--- src/rtl/trd_icache.sv ---
// rtl/trd_icache.sv - direct-mapped blocking-refill instruction cache
// Lookup is combinational on the current arrays; one refill engine fetches a line word by word.
module trd_icache #(
  parameter int unsigned LINES     = 16,
  parameter int unsigned WORDS     = 4,
  parameter logic [31:0] MEM_LIMIT = 32'h0001_0000
) (
  input  logic        clk,
  input  logic        rst_n,
  input  logic [31:0] i_addr,
  input  logic        i_rd,
  input  logic [2:0]  i_trd,
  output logic [31:0] i_rd_data,
  output logic        i_miss,
  output logic        i_segfault,
  input  logic        flush,
  output logic [31:0] mem_addr,
  output logic        mem_rd,
  input  logic [31:0] mem_rd_data,
  input  logic        mem_valid,
  output logic        fill_busy,
  output logic [2:0]  fill_trd,
  output logic [31:0] hit_cnt,
  output logic [31:0] miss_cnt
);

  localparam int unsigned OFF_W = $clog2(WORDS);
  localparam int unsigned IDX_W = $clog2(LINES);
  localparam int unsigned TAG_W = 30 - OFF_W - IDX_W;

  typedef enum logic [1:0] {S_IDLE, S_REQ, S_WAIT, S_DRAIN} state_e;

  state_e             state_q, state_d;
  logic [OFF_W-1:0]   k_q, k_d;
  logic               pend_q, pend_d;
  logic [IDX_W-1:0]   fill_idx_q, fill_idx_d;
  logic [TAG_W-1:0]   fill_tag_q, fill_tag_d;
  logic [2:0]         fill_trd_q, fill_trd_d;
  logic [31:0]        hit_cnt_q, hit_cnt_d;
  logic [31:0]        miss_cnt_q, miss_cnt_d;
  logic [LINES-1:0]   valid_q, valid_d;
  logic [TAG_W-1:0]   tag_q [LINES];
  logic [TAG_W-1:0]   tag_d [LINES];
  logic [31:0]        data_q [LINES][WORDS];
  logic [31:0]        data_d [LINES][WORDS];

  logic [OFF_W-1:0]   req_off;
  logic [IDX_W-1:0]   req_idx;
  logic [TAG_W-1:0]   req_tag;
  logic               lk_seg, lk_hit, lk_miss, fill_start;

  assign req_off = i_addr[OFF_W+1:2];
  assign req_idx = i_addr[OFF_W+IDX_W+1:OFF_W+2];
  assign req_tag = i_addr[31:OFF_W+IDX_W+2];

  // Lookup sees the pre-edge arrays, so a word written this cycle is never returned.
  always_comb begin
    lk_seg     = i_rd & ((i_addr >= MEM_LIMIT) | (i_addr[1:0] != 2'b00));
    lk_hit     = i_rd & ~lk_seg & valid_q[req_idx] & (tag_q[req_idx] == req_tag);
    lk_miss    = i_rd & ~lk_seg & ~lk_hit;
    fill_start = lk_miss & (state_q == S_IDLE) & ~flush;
    i_segfault = lk_seg;
    i_miss     = lk_miss;
    i_rd_data  = lk_hit ? data_q[req_idx][req_off] : 32'h0;
  end

  always_ff @(posedge clk) begin
    if (!rst_n) begin
      state_q    <= S_IDLE;
      k_q        <= '0;
      pend_q     <= 1'b0;
      fill_idx_q <= '0;
      fill_tag_q <= '0;
      fill_trd_q <= '0;
      hit_cnt_q  <= '0;
      miss_cnt_q <= '0;
      valid_q    <= '0;
    end else begin
      state_q    <= state_d;
      k_q        <= k_d;
      pend_q     <= pend_d;
      fill_idx_q <= fill_idx_d;
      fill_tag_q <= fill_tag_d;
      fill_trd_q <= fill_trd_d;
      hit_cnt_q  <= hit_cnt_d;
      miss_cnt_q <= miss_cnt_d;
      valid_q    <= valid_d;
    end
  end

  // Line storage needs no reset: nothing is visible until its valid bit is set.
  always_ff @(posedge clk) begin
    tag_q  <= tag_d;
    data_q <= data_d;
  end

  always_comb begin
    state_d    = state_q;
    k_d        = k_q;
    pend_d     = pend_q;
    fill_idx_d = fill_idx_q;
    fill_tag_d = fill_tag_q;
    fill_trd_d = fill_trd_q;
    valid_d    = valid_q;
    tag_d      = tag_q;
    data_d     = data_q;
    hit_cnt_d  = hit_cnt_q + {31'd0, lk_hit};
    miss_cnt_d = miss_cnt_q;

    unique case (state_q)
      S_IDLE: begin
        if (fill_start) begin
          state_d          = S_REQ;
          k_d              = '0;
          fill_idx_d       = req_idx;
          fill_tag_d       = req_tag;
          fill_trd_d       = i_trd;
          valid_d[req_idx] = 1'b0;
          miss_cnt_d       = miss_cnt_q + 32'd1;
        end
      end
      S_REQ: begin
        if (flush) begin
          state_d = S_DRAIN;
          pend_d  = 1'b0;
        end else begin
          state_d = S_WAIT;
        end
      end
      S_WAIT: begin
        if (mem_valid) begin
          data_d[fill_idx_q][k_q] = mem_rd_data;
          if (k_q == OFF_W'(WORDS - 1)) begin
            tag_d[fill_idx_q]   = fill_tag_q;
            valid_d[fill_idx_q] = 1'b1;
            state_d             = S_IDLE;
          end else begin
            k_d     = k_q + OFF_W'(1);
            state_d = S_REQ;
          end
        end
        // A response arriving with the flush is consumed here, so DRAIN has nothing to wait for.
        if (flush) begin
          state_d = S_DRAIN;
          pend_d  = ~mem_valid;
        end
      end
      S_DRAIN: begin
        if (!pend_q || mem_valid) begin
          state_d = S_IDLE;
        end
      end
      default: state_d = S_IDLE;
    endcase

    if (flush) begin
      valid_d = '0;
    end
  end

  always_comb begin
    mem_rd    = 1'b0;
    mem_addr  = 32'h0;
    fill_busy = (state_q != S_IDLE);
    if (state_q == S_REQ && !flush) begin
      mem_rd   = 1'b1;
      mem_addr = {fill_tag_q, fill_idx_q, k_q, 2'b00};
    end
  end

  assign fill_trd = fill_trd_q;
  assign hit_cnt  = hit_cnt_q;
  assign miss_cnt = miss_cnt_q;

endmodule

--- config.mk ---
export PLATFORM = sky130hd
export DESIGN_NAME = trd_icache
export DESIGN_NICKNAME = d
export VERILOG_FILES = /design/src/rtl/trd_icache.sv
export SDC_FILE = /design/constraint.sdc
export NUM_CORES = 2
export LEC_CHECK = 0
export CAP_MARGIN = 20
export CELL_PAD_IN_SITES_DETAIL_PLACEMENT = 0
export CELL_PAD_IN_SITES_GLOBAL_PLACEMENT = 1
export CORE_MARGIN = 2
export CORE_UTILIZATION = 45
export DETAILED_ROUTE_END_ITERATION = 10
export PLACE_DENSITY_LB_ADDON = 0.08
export SETUP_SLACK_MARGIN = 0.1
export SYNTH_ARGS = -nofsm -noshare
export SYNTH_HDL_FRONTEND = slang
export SYNTH_SLANG_ARGS = --single-unit
--- constraint.sdc ---
create_clock -name clk -period 11.62 [get_ports clk]
set_input_delay 1.162 -clock clk [delete_from_list [all_inputs] [get_ports clk]]
set_output_delay 1.162 -clock clk [all_outputs]
set_load 0.05 [all_outputs]
Yosys cells after proc, flatten, opt, wreduce, memory -nomap -nowiden
Cells that the tools add are included.
Word-level totals
  flip-flop bits (word level): 2548
  input port bits: 72
  output and inout bits: 135
  logic and storage cells: 201
Operators by class
  add/sub/neg operators: 3
  $lt $le $gt $ge: 11
  eq/ne operators: 13
  muxes and demuxes: 44
  bitwise logic cells: 20
  reductions and logical operators: 21
Operators by type and width (number)
  2048-bit bitwise mux: 1
  128-bit binary-select mux with 4-bit select: 1
  128-bit demux with 4-bit select: 1
  384-bit bitwise mux: 1
  128-bit two-way mux: 3
  32-bit two-way mux: 5
  24-bit binary-select mux with 4-bit select: 1
  24-bit demux with 4-bit select: 1
  24-bit two-way mux: 3
  32-bit binary-select mux with 2-bit select: 1
  32-bit demux with 2-bit select: 1
  16-bit two-way mux: 3
  32-bit by 1-bit adder with 32-bit output: 1
  32-bit by 1-bit adder with 32-bit output (second input constant): 1
  32-bit by 17-bit >= comparator with 1-bit output (second input constant): 1
  16-bit case mux with 2 select lines: 1
  24-bit == test: 1
  16-bit AND: 1
  16-bit inverter: 1
  16-bit bitwise OR: 1
  2-bit two-way mux: 7
  2-bit != test (second input constant): 7
  5-bit >= comparator (second input constant): 2
  4-bit by 5-bit less-than comparator with 1-bit output (second input constant): 2
  28 further kinds: 64

Logic depth before layout (Yosys ltp)
  depth after elaboration: 13
  gate-level depth with buffers: 25
  mapped depth without buffers: 18

Least setup slack after synthesis
OpenSTA, ideal clock, no wires.
  kind: input to register
  start point: in i_addr[5]
  end point: reg hit_cnt_q[28] (netlist: hit_cnt[28])
  library setup time: 0.115 ns
  arrival time: 5.452 ns
  data required time: 11.505 ns
  setup slack: 6.053 ns
  stages on the path: 23
  buffers on the path: 6
  path through: buf_6 > buf_8 > buf_6 > buf_6 > mux4_2 > mux2i_1 > nor2_1 > o41ai_2 > o211a_1 > and4b_1 > buf_2 > buf_2 > ha_1 > ha_1 > nand2_1 > nor4_1 > nand4_1 > nor2_1 > nand2_1 > nor2_1 > nand2_1 > xnor2_1 > and2_1
Between the ends
  cells in the longest elaborated chain, start to end: 8
  elaborated cells between the ends (all ways): 15
  classes of those cells: add/sub (1); order compare (1); eq/ne (1); mux (5); bitwise (7)
RTL lines
  start: declaration: line 10  | input logic [31:0] i_addr,
  32-bit by 17-bit >= comparator with 1-bit output: line 58  | lk_seg = i_rd & ((i_addr >= MEM_LIMIT) | (i_addr[1:0] != 2'b00));
  1-bit bitwise OR: line 58
  1-bit AND: line 58
  1-bit inverter: line 59  | lk_hit = i_rd & ~lk_seg & valid_q[req_idx] & (tag_q[req_idx] == req_tag);
  1-bit AND (2 in a row): line 59
  1-bit AND (*): line 59
  32-bit by 1-bit adder with 32-bit output (*): line 107  | hit_cnt_d = hit_cnt_q + {31'd0, lk_hit};
  end signal: assignment: line 85  | hit_cnt_q <= hit_cnt_d;
  end: declaration: line 39  | logic [31:0] hit_cnt_q, hit_cnt_d;
Mark *: on every way between the ends. The rest lies on a longest branch, timed or not. The select of a mux whose other input is x is not followed.
A chain may end at the register's enable or synchronous reset.

Final worst setup path
  start point: in i_addr[5]
  end point: out i_rd_data[8]
Between the ends
  cells in the longest elaborated chain, start to end: 8
  elaborated cells between the ends (all ways): 21
  classes of those cells: order compare (1); eq/ne (1); mux (12); bitwise (7)
RTL lines
  32-bit by 17-bit >= comparator with 1-bit output or 4-bit inverter with 5-bit output (tied branches): line 58, 59, 64
  1-bit bitwise OR or 128-bit binary-select mux with 4-bit select (tied branches): line 58, 64
  1-bit AND or 128-bit two-way mux (tied branches): line 58, 64
  1-bit inverter or 128-bit two-way mux (tied branches): line 59, 64
  1-bit AND or 32-bit binary-select mux with 2-bit select (tied branches): line 59, 64
  1-bit AND or 32-bit two-way mux (tied branches) (2 in a row): line 59, 64
  32-bit two-way mux (*): line 64  | i_rd_data = lk_hit ? data_q[req_idx][req_off] : 32'h0;
  end: declaration: line 13  | output logic [31:0] i_rd_data,
Marked as above.

==> results.json <==
{
  "area_growth_pct": 15.2,
  "htreeDepth": 5,
  "synth.area.top_cells": "edfxtp_1 74%, mux4_2 17%, dfxtp_1 2.3%, mux2i_1 0.97%, nor2_1 0.60%",
  "p_per_area_nw_per_um2": 171,
  "cts.sinks": 2548,
  "rows": 172,
  "tightest_slew_ps": 1200,
  "fill_cells": 17100,
  "critPathRequiredTime_ps": 10460,
  "ios": 207,
  "grt_max_degree": 121,
  "cp-end-kind": "output pin",
  "ir_worst_vdd_mv": 0.163,
  "synthAdderAreaFrac": 0.000885,
  "dieArea_um2": 224000,
  "start_util": 0.452,
  "grt_first_pass_wirelength_mm": 388,
  "hold_buffers": 0,
  "wirelength_mm": 279,
  "synth_top_family_by_area": "multiplexers",
  "slowest_delay_ps": 890,
  "clock_skew_ps": 60.8,
  "synthArstFlopShare": 0,
  "path_cells": "buf_8 -> buf_4 -> buf_4 -> buf_4 -> mux4_2 -> mux4_2 -> mux4_2 -> and2_1 -> clkdlybuf4s50_1",
  "max_slew_margin": 0.195,
  "placed_cell_area_um2": 105000,
  "wl_per_cell_um": 35.6,
  "setup_viol": 0,
  "dieHeight_um": 473,
  "cp_slowest_cell": "buf_4",
  "synth-simple-area-share": 0.0259,
  "p_leak_nw": 34.9,
  "die_w_um": 473,
  "cp.arrival_ps": 6590,
  "hp-class": "reg2reg",
  "fin_crit_sh": 0.667,
  "yosys.area.top_type": "edfxtp_1",
  "rrSetupSlack_ps": 6110,
  "fin_area_um2": 114000,
  "io_buffers": 204,
  "muxShareOfSynthArea": 0.182,
  "clk_pin_slew_worst_paths_ps": 60,
  "layout.nets": 4839,
  "max_cap_violations": 0,
  "dp.final_hpwl_mm": 144,
  "ant_nets": 0,
  "ys_types": 83,
  "vias": 47800,
  "grt_setup_unrepaired": "false",
  "grt_usage": 0.251,
  "gp_congestion": 0.761,
  "clock_insertion_delay_worst_skew_ps": 930,
  "core-area_um2": 219000,
  "synth_compound_gate_area_share": 0.0117,
  "synth_ff_type": "edfxtp_1",
  "worstRegToRegCells": 16,
  "critPathCapture": "i_rd_data[8]",
  "yosys_warnings": 0,
  "synthXorXnorAreaFrac": 0.00443,
  "antenna_found_initial": 38,
  "drive_gt1_frac": 0.283,
  "synth_area_per_cell_um2": 22.7,
  "grt_pass1_vias": 48200,
  "status": "finished, final reports clean",
  "drt-pass1-iter-count": 5,
  "hold_viol_final": 0,
  "critPathKind": "in2out",
  "grt.overflow.total": 0,
  "cts_tree": "done",
  "cts_root_buffer": "clkbuf_16",
  "holdWs_ps": 475,
  "power_mw": 19.4,
  "drcViolationCount": 0,
  "reg2reg_to": "hit_cnt[31]$_SDFF_PN0_",
  "cts_buffers": 290,
  "drt-initial-drc-count": 5335,
  "slew_violations": 0,
  "max_clock_freq_mhz": 129,
  "reg2reg_from": "tag_q[206]$_DFFE_PP_",
  "cts_buffer_depth": 4,
  "fin_crit_ps": 7750,
  "vias_per_cell": 6.09,
  "synth_top_area_share": 0.738,
  "seq_area_frac_synth": 0.762,
  "ys_ff_latch": 2548,
  "post_cts_buffers": 0,
  "hold_path.startpoint": "miss_cnt[31]$_SDFFE_PN0P_",
  "synth-edff-count": 2432,
  "cts_resized": 0,
  "postSynthCellCount": 4367,
  "cp_max_fo": 92,
  "crit_start": "i_addr[5]",
  "synth_area_um2": 98900,
  "critPathLaunchType": "primary input",
  "setup_tns_ps": 0
}
[worst min-delay path by stage]
stage,cells after the start,endpoint
after floorplan,2,pend_q$_SDFFE_PN0P_
after global placement,2,miss_cnt[31]$_SDFFE_PN0P_
after detailed placement,2,miss_cnt[31]$_SDFFE_PN0P_
after CTS,2,miss_cnt[31]$_SDFFE_PN0P_
after global routing,1,data_q[698]$_DFFE_PP_
final,2,miss_cnt[31]$_SDFFE_PN0P_
[kinds of logic (layout without fill, tap and decap cells)]
| kind of cell | after synthesis | in the layout |
|---|---|---|
| DFF | 2548 | 2548 |
| muxes | 855 | 855 |
| and+or+nand+nor | 492 | 492 |
| buffers and inverters | 254 | 845 |
| AOI/OAI and AO/OA | 160 | 160 |
| xor gates and xnor gates | 50 | 50 |
| adders and majority gates | 7 | 7 |
| other | 1 | 15 |
[metal layers]
metal | share of wire | vias to the layer above | GRT usage | wire length (um)
met5 | 0.00016 | - | 0 | 46
met4 | 0.023 | 6 | 0.0598 | 6470
met3 | 0.058 | 407 | 0.0369 | 16200
met2 | 0.49 | 1615 | 0.403 | 136000
met1 | 0.43 | 26500 | 0.364 | 121000
li1 | - | 19300 | - | -
[worst max-delay path, delay by kind of cell]
| family | cells | cell delay, ps |
|---|---|---|
| buffers and inverters | 5 | 3620 |
| muxes | 3 | 1370 |
| and+or+nand+nor | 1 | 190 |
[cell type report]
type,instances,area [um2],area share
clock inverter,123,1110,0.00974
inverter,18,67.6,0.000593
tap,2871,3590,0.0315
antenna,13,32.5,0.000286
timing repair buffer,336,3170,0.0278
sequential,2548,75400,0.661
clock buffer,368,7720,0.0677
multi-input combinational,1566,22900,0.201
[cell usage after synthesis (16+ instances only)]
library cell	number
buf_6	19
dfxtp_1	116
mux2i_1	96
a31oi_1	18
nor2_1	157
and2_1	84
xnor2_1	22
nor3_1	19
nand4_1	16
inv_1	17
clkbuf_1	91
xor2_1	28
nand2b_1	21
or4_1	17
a21oi_1	31
nand2_1	70
o21ai_0	31
edfxtp_1	2432
buf_2	76
nand3_1	35
buf_1	33
mux4_2	754
[through the flow]
stage                     utilization  instances  worst slack [ps]
final                           0.520       7843              3870
after global routing            0.520       7837              3550
after CTS                       0.518       7814              3780
after detailed placement        0.478       7323              3760
after global placement          0.478       7323              3770
after floorplan                     -       4368              6050
[flip-flops by register name (all words and copies together) (netlist names)]
name / cells
data_q: 2048
tag_q: 384
hit_cnt: 32
miss_cnt: 32
fill_tag_q: 24
valid_q: 16
fill_idx_q: 4
fill_trd: 3
k_q: 2
state_q: 2
pend_q: 1
[cells in the final DEF, fill, tap and decap left out, types with 10 or more instances in the layout]
cell type / Yosys / layout
a21oi_1: 31 / 31
a22o_1: 10 / 10
a31oi_1: 18 / 18
and2_1: 84 / 84
and3_1: 15 / 15
buf_12: 2 / 19
buf_2: 76 / 33
buf_4: 13 / 111
bufinv_16: 0 / 20
clkbuf_1: 91 / 68
clkbuf_16: 0 / 296
clkdlybuf4s50_1: 0 / 166
clkinv_1: 1 / 55
clkinv_2: 0 / 35
dfxtp_1: 116 / 116
diode_2: 0 / 13
edfxtp_1: 2432 / 2432
inv_1: 17 / 16
mux2i_1: 96 / 96
mux4_2: 754 / 754
nand2_1: 70 / 69
nand2b_1: 21 / 21
nand3_1: 35 / 35
nand4_1: 16 / 16
nor2_1: 157 / 76
nor2_4: 0 / 80
nor2b_1: 10 / 10
nor3_1: 19 / 19
o21ai_0: 31 / 31
o31ai_1: 12 / 12
or4_1: 17 / 17
xnor2_1: 22 / 22
xor2_1: 28 / 28
[where the power goes]
part | internal (mW) | total, mW | switching [mW]
logic | 0.331 | 0.773 | 0.442
clock network | 5.12 | 8.65 | 3.53
registers | 10.0 | 10.0 | 0.000000313
Power figures use the tool's default switching activity.
